===== config.mk =====
export PLATFORM = sky130hd
export DESIGN_NAME = eq_frame_scheduler
export DESIGN_NICKNAME = d
export VERILOG_FILES = /design/src/rtl/eq_frame_scheduler.sv
export SDC_FILE = /design/constraint.sdc
export NUM_CORES = 1
export LEC_CHECK = 0
export ABC_AREA = 0
export ABC_CLOCK_PERIOD_IN_PS = 2750
export CORE_MARGIN = 4
export CORE_UTILIZATION = 42
export CTS_CLUSTER_DIAMETER = 50
export DETAILED_ROUTE_END_ITERATION = 10
export PLACE_DENSITY_LB_ADDON = 0.2
export SETUP_SLACK_MARGIN = 0.1
export SLEW_MARGIN = 20
export SYNTH_ARGS = -nofsm -noshare
export SYNTH_HDL_FRONTEND = slang
export SYNTH_SLANG_ARGS = --single-unit
export TNS_END_PERCENT = 50

===== constraint.sdc =====
create_clock -name clk -period 2.75 [get_ports clk]
set_input_delay 0.55 -clock clk [delete_from_list [all_inputs] [get_ports clk]]
set_output_delay 0.55 -clock clk [all_outputs]
set_load 0.01 [all_outputs]

===== src/rtl/eq_frame_scheduler.sv =====
// Equalizer frame scheduler: feeds one sample per frame to a tapped filter
// bank, collects its output and hands gain updates over on frame boundaries.
module eq_frame_scheduler #(
    parameter int SAMPLE_BITS     = 16,
    parameter int NUMBER_OF_BANDS = 8,
    parameter int GAIN_BITS       = 2,
    parameter int NUMBER_OF_TAPS  = 64,
    parameter int FILTER_LATENCY  = 2,
    localparam int BAND_W = (NUMBER_OF_BANDS > 1) ? $clog2(NUMBER_OF_BANDS) : 1
) (
    input  logic                                 clk,
    input  logic                                 rst,
    input  logic                                 s_valid,
    input  logic [SAMPLE_BITS-1:0]               s_data,
    output logic                                 s_ready,
    output logic                                 m_valid,
    output logic [SAMPLE_BITS-1:0]               m_data,
    input  logic                                 m_ready,
    input  logic                                 cfg_we,
    input  logic [BAND_W-1:0]                    cfg_band,
    input  logic [GAIN_BITS-1:0]                 cfg_gain,
    input  logic                                 cfg_amp_en,
    input  logic                                 cfg_commit,
    output logic                                 cfg_pending,
    output logic                                 fe_clk_enable,
    output logic [SAMPLE_BITS-1:0]               fe_filter_in,
    output logic                                 fe_amp_enable,
    output logic [NUMBER_OF_BANDS*GAIN_BITS-1:0] fe_gains,
    input  logic [SAMPLE_BITS-1:0]               fe_filter_out,
    output logic                                 busy,
    output logic [15:0]                          frame_count
);

    localparam int CNT_W = $clog2(NUMBER_OF_TAPS + 16);
    localparam logic [CNT_W-1:0] TAP_LAST = CNT_W'(NUMBER_OF_TAPS - 1);
    localparam logic [CNT_W-1:0] SET_LAST = CNT_W'(FILTER_LATENCY - 1);

    typedef enum logic [1:0] {IDLE, RUN, SETTLE, OUT} state_t;

    state_t state, state_nx;
    logic [CNT_W-1:0] cnt;
    logic accept, capture, handoff;

    logic [NUMBER_OF_BANDS*GAIN_BITS-1:0] shadow_gains, gains_nx;
    logic shadow_amp, amp_nx, pend_nx;
    logic [31:0] band_ext;

    // State register
    always_ff @(posedge clk or posedge rst) begin
        if (rst) state <= IDLE;
        else     state <= state_nx;
    end

    // Next-state and per-state strobes
    always_comb begin
        state_nx      = state;
        s_ready       = 1'b0;
        fe_clk_enable = 1'b0;
        busy          = 1'b1;
        accept        = 1'b0;
        capture       = 1'b0;
        handoff       = 1'b0;
        unique case (state)
            IDLE: begin
                s_ready = 1'b1;
                busy    = 1'b0;
                if (s_valid) begin
                    accept   = 1'b1;
                    state_nx = RUN;
                end
            end
            RUN: begin
                fe_clk_enable = 1'b1;
                if (cnt == TAP_LAST) state_nx = SETTLE;
            end
            SETTLE: begin
                if (cnt == SET_LAST) begin
                    capture  = 1'b1;
                    state_nx = OUT;
                end
            end
            OUT: begin
                if (m_ready) begin
                    handoff  = 1'b1;
                    state_nx = IDLE;
                end
            end
            default: state_nx = IDLE;
        endcase
    end

    // Cycle counter, restarted on every state change
    always_ff @(posedge clk or posedge rst) begin
        if (rst)
            cnt <= '0;
        else if (state_nx != state || state == IDLE || state == OUT)
            cnt <= '0;
        else
            cnt <= cnt + CNT_W'(1);
    end

    // Sample hold, result register and frame counter
    always_ff @(posedge clk or posedge rst) begin
        if (rst) begin
            fe_filter_in <= '0;
            m_valid      <= 1'b0;
            m_data       <= '0;
            frame_count  <= '0;
        end else begin
            if (accept) fe_filter_in <= s_data;
            if (capture) begin
                m_data      <= fe_filter_out;
                m_valid     <= 1'b1;
                frame_count <= frame_count + 16'd1;
            end else if (handoff) begin
                m_valid <= 1'b0;
            end
        end
    end

    assign band_ext = 32'(cfg_band);

    // Shadow settings as they stand after this cycle's write and commit
    always_comb begin
        gains_nx = shadow_gains;
        for (int b = 0; b < NUMBER_OF_BANDS; b++) begin
            if (cfg_we && band_ext == 32'(b))
                gains_nx[b*GAIN_BITS +: GAIN_BITS] = cfg_gain;
        end
        amp_nx  = cfg_commit ? cfg_amp_en : shadow_amp;
        pend_nx = cfg_pending | cfg_commit;
    end

    // Shadow storage and hand-over to the active set while idle
    always_ff @(posedge clk or posedge rst) begin
        if (rst) begin
            shadow_gains  <= '0;
            shadow_amp    <= 1'b0;
            cfg_pending   <= 1'b0;
            fe_gains      <= '0;
            fe_amp_enable <= 1'b0;
        end else begin
            shadow_gains <= gains_nx;
            shadow_amp   <= amp_nx;
            if (state == IDLE && pend_nx) begin
                fe_gains      <= gains_nx;
                fe_amp_enable <= amp_nx;
                cfg_pending   <= 1'b0;
            end else begin
                cfg_pending <= pend_nx;
            end
        end
    end

endmodule

==> results of run 1 <==
==> worst paths after layout <==
kind	slack [ps]	cells after the start	start	to
worst max-delay path	560	3	state[1]$_DFF_PP0_	busy
worst min-delay path	470	1	frame_count[15]$_DFFE_PP0P_	frame_count[15]$_DFFE_PP0P_
worst max register to register	790	6	cnt[1]$_DFF_PP0_	m_data[7]$_DFFE_PP0P_
worst min register to register	470	1	frame_count[15]$_DFFE_PP0P_	frame_count[15]$_DFFE_PP0P_
max in group asynchronous	1530	3	rst	fe_gains[1]$_DFFE_PP0P_
min in group asynchronous	620	2	rst	m_data[14]$_DFFE_PP0P_
==> kinds of logic after synthesis <==
group	Yosys count
flops	93
mux	67
simple gates	62
xor+xnor	19
buf+inv	15
compound gates	5
fa+ha+maj	3
==> layout make-up <==
class                      count  area [µm²]
fill                         709        3440
sequential                    93        2330
multi-input combinational    156        1380
timing repair buffer         118        1190
clock buffer                  10         138
tap                          108         135
clock inverter                 6        68.8
inverter                       8        33.8
==> sequential cells by signal (all words and copies together) (netlist names) <==
register       cells
m_valid            1
shadow_amp         1
cfg_pending        1
shadow_gains      16
m_data            16
fe_amp_enable      1
cnt                7
fe_filter_in      16
frame_count       16
fe_gains          16
state              2
==> power by group through the flow <==
| stage | logic [mW] | clock network [mW] | registers [mW] |
|---|---|---|---|
| 4_1_cts | 0.232 | 0.971 | 1.45 |
| 3_5_place_dp | 0.231 | 0 | 1.48 |
| 3_3_place_gp | 0.224 | 0 | 1.48 |
| 2_1_floorplan | 0.0951 | 0 | 1.48 |
| 6_report | 0.226 | 0.938 | 1.45 |
| 5_1_grt | 0.249 | 1.02 | 1.46 |
==> cell usage in the layout (no fill, tap or decap) <==
master	synthesis	layout
nor4_2	2	2
or2_2	1	1
clkbuf_8	0	10
nand2_1	11	11
nand4_1	2	2
inv_6	0	2
a21oi_1	2	2
dfrtp_1	93	93
and4_1	1	1
and2_1	1	1
inv_1	8	7
xnor2_1	8	8
clkdlybuf4s50_1	0	113
and3_1	2	2
clkinv_2	0	1
o211ai_1	1	1
buf_4	1	3
nor2_2	2	2
and4bb_2	2	2
nand4b_1	4	4
nor4b_1	1	1
nand4_2	1	1
nor3_1	6	6
nor3b_1	1	1
ha_1	3	3
buf_12	0	2
nand3_1	7	7
bufinv_16	0	1
nor4b_4	2	2
clkinv_4	0	1
o21a_1	1	1
clkinvlp_4	0	2
a22oi_1	1	1
mux2_2	67	67
xor2_1	11	11
nand3_2	1	1
nor2_1	15	15
==> routing by layer <==
| layer | share of wire, % | vias up |
|---|---|---|
| li1 | - | 1157 |
| met1 | 44 | 1206 |
| met2 | 48 | 69 |
| met3 | 7.0 | 7 |
| met4 | 0.97 | 0 |
| met5 | 0 | - |
==> flow_summary.toml, run 1 <==
[status]
outcome = "finished clean"

[synthesis]
syn-mean-instance-area_um2 = 14.3
syn_nets = 311
synth-simple-area-share_pct = 10.4
synth_seq_cells = 93
synth_area_mm2 = 0.00377
ys_types = 31
ys_async_sr_fraction_pct = 100
synth_top_family_by_area = "multiplexers"
synthTopCellsByCount = "93 x dfrtp_1, 67 x mux2_2, 15 x nor2_1, 11 x nand2_1, 11 x xor2_1"
synth_compound_area_share_pct = 0.862
yosysMostFrequentCell = "dfrtp_1"
synthMuxAreaShare_pct = 20.0
ys.flop_type = "dfrtp_1"
synth_top_area_share_pct = 61.7
synth_area_leaders = "dfrtp_1 62%, mux2_2 20%, xor2_1 2.6%"
yosys_warnings = 0
synth-edff-count = 0
synthAdderAreaFrac_pct = 0.994
synth.largest_area_cell = "dfrtp_1"
synthCells = 264
synth_xor_area_share_pct = 4.41
synth-seq-area-share_pct = 61.7

[timing]
timing.setup.tns_ps = 0
period_share_pct = 79.8
max_slew.worst_pin.slew_ps = 637
whs_ps = 474
slew_headroom_pct = 57.4
drv_slew = 0
skew_ps = 15.5
fin_crit_ps = 2190
hold_violations = 0
rsz0062_at_grt = "no"
setup_slack_ps = 555
clock.fmax_ghz = 0.456
setup_viol = 0

[power]
p_leak_nw = 2.33
power_frac_clock_pct = 35.8
powerDensity_mw_per_mm2 = 496
vdd_drop_max_mv = 0.228
swShare_pct = 22.7
p_int_mw = 2.02
p_total_mw = 2.62
p_switching_uw = 593
comb_power_share_pct = 8.7
seqPwrFrac_pct = 55.5

[clock_tree]
cts_resized = 0
cts_buffers = 9
post_cts_buffers = 0
holdBufCountCts = 0
cts_tree = "done"
clkSinkCount = 93
clk_latency_ps = 350
clockBufferDepth = 2
htree_num_levels = 3
clk_pin_slew_ps = 100
cts-root-buf = "clkbuf_8"

[floorplanning]
core_area_mm2 = 0.00872
num_rows = 34
die_y_um = 103
ios = 114
start_util_pct = 43.3
die_x_um = 103
dieArea_mm2 = 0.0106

[routing]
wl_per_cell_um = 15.6
drc = 0
via_count = 2439
drt_iter0_markers = 22
viasPerCell = 4.89
drt_first_pass_iters = 4
ant_nets = 0
wl_um = 7760

[place]
place_inst = 483
post-place-ws_ps = 380
port_buffers = 113
dp_hpwl_um = 5670
dpl_cell_area_mm2 = 0.00507
place_congestion = 0.745

[layout]
drive_gt1_share_pct = 25.6
final_cells = 499
final_util_pct = 60.5
area_growth_pct = 39.9
nets = 433
postLayoutCellArea_mm2 = 0.00528
diodes = 0

[global_route]
grt_max_degree = 38
met3_usage_pct = 4.19
grt_antenna_before_repair = 0
grt_busiest_layer = "met2"
grt_util_all_layers_pct = 15.5
overflow = 0
grtUsageMet2_pct = 25.8
grt_util_met1_pct = 19.9
grt_pass1_wl_um = 12800
grt_pass1_vias = 2623

[setup_path]
crit_path_max_fanout = 8
crit_required_ps = 2200
worstPathCellList = "nor2_2 -> inv_1 -> clkdlybuf4s50_1"
worstSetupPathType = "reg -> out"
max_stage_delay_ps = 500
arrival_ps = 1640
cp-end-kind = "output pin"
crit_slowest_cell = "clkdlybuf4s50_1"
cpLargestDelayFamily = "buffers and inverters"
start_kind = "flip-flop"
crit_buf_inv = 2

[hold_path]
hold_path_class = "reg -> reg"

[flow_run]
cap_violations = 0
Note: power is estimated with default switching activity, not from simulation.
==> run 2: changes to the inputs <==
--- a/config.mk
+++ b/config.mk
@@ -6,9 +6,9 @@
 export NUM_CORES = 1
 export LEC_CHECK = 0
 export ABC_AREA = 0
-export ABC_CLOCK_PERIOD_IN_PS = 2750
+export ABC_CLOCK_PERIOD_IN_PS = 2200
 export CORE_MARGIN = 4
-export CORE_UTILIZATION = 42
+export CORE_UTILIZATION = 45
 export CTS_CLUSTER_DIAMETER = 50
 export DETAILED_ROUTE_END_ITERATION = 10
 export PLACE_DENSITY_LB_ADDON = 0.2
==> constraint.sdc (replaced) <==
create_clock -name clk -period 2.2 [get_ports clk]
set_input_delay 0.44 -clock clk [delete_from_list [all_inputs] [get_ports clk]]
set_output_delay 0.44 -clock clk [all_outputs]
set_load 0.01 [all_outputs]
==> run 2 against run 1 <==
  * Register-to-register slack got worse by 380 ps
  * Non-clock buffer count grew 4
  * Cell count is 0.20% higher
  * Clock power up 8%
  * Core utilization increased by 4.1 points
  * Cell area is essentially flat
  * Global-route usage up 0.49 points
  * Clock skew decreased by 2.6 ps
  * Combinational power rose by 24%
  * Sequential power grew 25%
  * Critical endpoint unchanged
==> flow_summary.toml, run 2 (synthesis gave the netlist of run 1 again) <==
[routing]
drt_first_pass_iters = 4
drc = 0
wl_um = 7430
viasPerCell = 4.98
wl_per_cell_um = 14.9
ant_nets = 0
drt_iter0_markers = 56
via_count = 2488

[setup_path]
max_stage_delay_ps = 550
cp-end-kind = "output pin"
worstPathCellList = "nor2_4 -> inv_1 -> clkdlybuf4s50_1"
crit_required_ps = 1760
crit_slowest_cell = "clkdlybuf4s50_1"
arrival_ps = 1590
crit_path_max_fanout = 8
crit_buf_inv = 2
worstSetupPathType = "reg -> out"
cpLargestDelayFamily = "buffers and inverters"
start_kind = "flip-flop"

[power]
p_leak_nw = 2.33
powerDensity_mw_per_mm2 = 587
vdd_drop_max_mv = 0.326

[floorplanning]
num_rows = 33
start_util_pct = 46.2
die_x_um = 99.6
die_y_um = 99.6
core_area_mm2 = 0.00818
ios = 114
dieArea_mm2 = 0.00992

[timing]
max_slew.worst_pin.slew_ps = 572
hold_violations = 0
period_share_pct = 92.4
timing.setup.tns_ps = 0
setup_viol = 0
drv_slew = 0
rsz0062_at_grt = "yes"
clock.fmax_ghz = 0.492
fin_crit_ps = 2030
skew_ps = 12.9
slew_headroom_pct = 61.9

[layout]
nets = 437
area_growth_pct = 39.9
seqCellArea_mm2 = 0.00233
fillCellCount = 652
diodes = 0
final_cell_mix = "112 x clkdlybuf4s50_1, 92 x dfrtp_1, 67 x mux2_2"
final_cells = 500
multi_input_area_mm2 = 0.00139
mostFrequentLayoutCell = "clkdlybuf4s50_1"
drive_gt1_share_pct = 26.6

[clock_tree]
clkSinkCount = 93
clockBufferDepth = 2
cts-root-buf = "clkbuf_8"
cts_buffers = 9
holdBufCountCts = 0
clk_pin_slew_ps = 90
clk_latency_ps = 350
htree_num_levels = 3
cts_tree = "done"

[place]
place_inst = 484
place_congestion = 0.758
port_buffers = 113
dp_hpwl_um = 5400

[status]
outcome = "finished clean"

[global_route]
grt_util_all_layers_pct = 16.0
grt_pass1_vias = 2601
grt_max_degree = 60
grt_pass1_wl_um = 12700
overflow = 0
grt_antenna_before_repair = 0

[flow_run]
cap_violations = 0

[hold_path]
hold_path_class = "reg -> reg"
## run 2: worst paths after layout
path                                              from                          end  slack [ps]  cells after the start
setup reg to reg                      cnt[0]$_DFF_PP0_             cnt[2]$_DFF_PP0_         410                      5
setup / recovery                    state[1]$_DFF_PP0_                         busy         170                      3
min in group asynchronous                          rst  fe_filter_in[9]$_DFFE_PP0P_         550                      3
hold / removal             frame_count[15]$_DFFE_PP0P_  frame_count[15]$_DFFE_PP0P_         480                      1
hold reg to reg            frame_count[15]$_DFFE_PP0P_  frame_count[15]$_DFFE_PP0P_         480                      1
max in group asynchronous                          rst    shadow_gains[6]$_DFF_PP0_        1280                      3
## run 2: what timing repair did
action                                 CTS  global route
endpoints found under the hold margin    0             0
resized for setup                        1             2
buffers inserted                         0             0
setup endpoints to repair                1             3
## run 2: metrics by stage
stage	util, %	hold WS [ps]	setup slack, ps	cell area (µm²)	total power [mW]
2_1_floorplan	-	453	399	3780	1.97
3_3_place_gp	62.4	460	2.37	5100	2.13
3_5_place_dp	62.4	463	3.07	5100	2.14
4_1_cts	64.5	478	116	5280	3.15
5_1_grt	64.6	495	89.7	5280	3.26
6_report	64.6	476	168	5280	3.10
## run 2: layout make-up
class | instances | share of cell area, %
clock inverter | 7 | 0.947
sequential | 93 | 44.1
inverter | 8 | 0.640
tap | 105 | 2.49
clock buffer | 9 | 2.34
multi-input combinational | 156 | 26.3
timing repair buffer | 122 | 23.2
## run 2: per-layer routing
metal | vias up | part of all wire, % | wire length, µm | track usage [%]
li1 | 1177 | - | - | -
met1 | 1239 | 43 | 3200 | 20.2
met2 | 63 | 49 | 3660 | 26.5
met3 | 9 | 6.4 | 476 | 4.63
met4 | 0 | 1.3 | 94 | 5.04
met5 | - | 0 | 0 | 0
## run 2: power breakdown
group	switching (mW)	total [mW]	leakage (nW)	internal, mW
clock	0.594	1.01	0.0816	0.412
sequential	0.0238	1.81	1.20	1.79
combinational	0.107	0.281	1.05	0.174
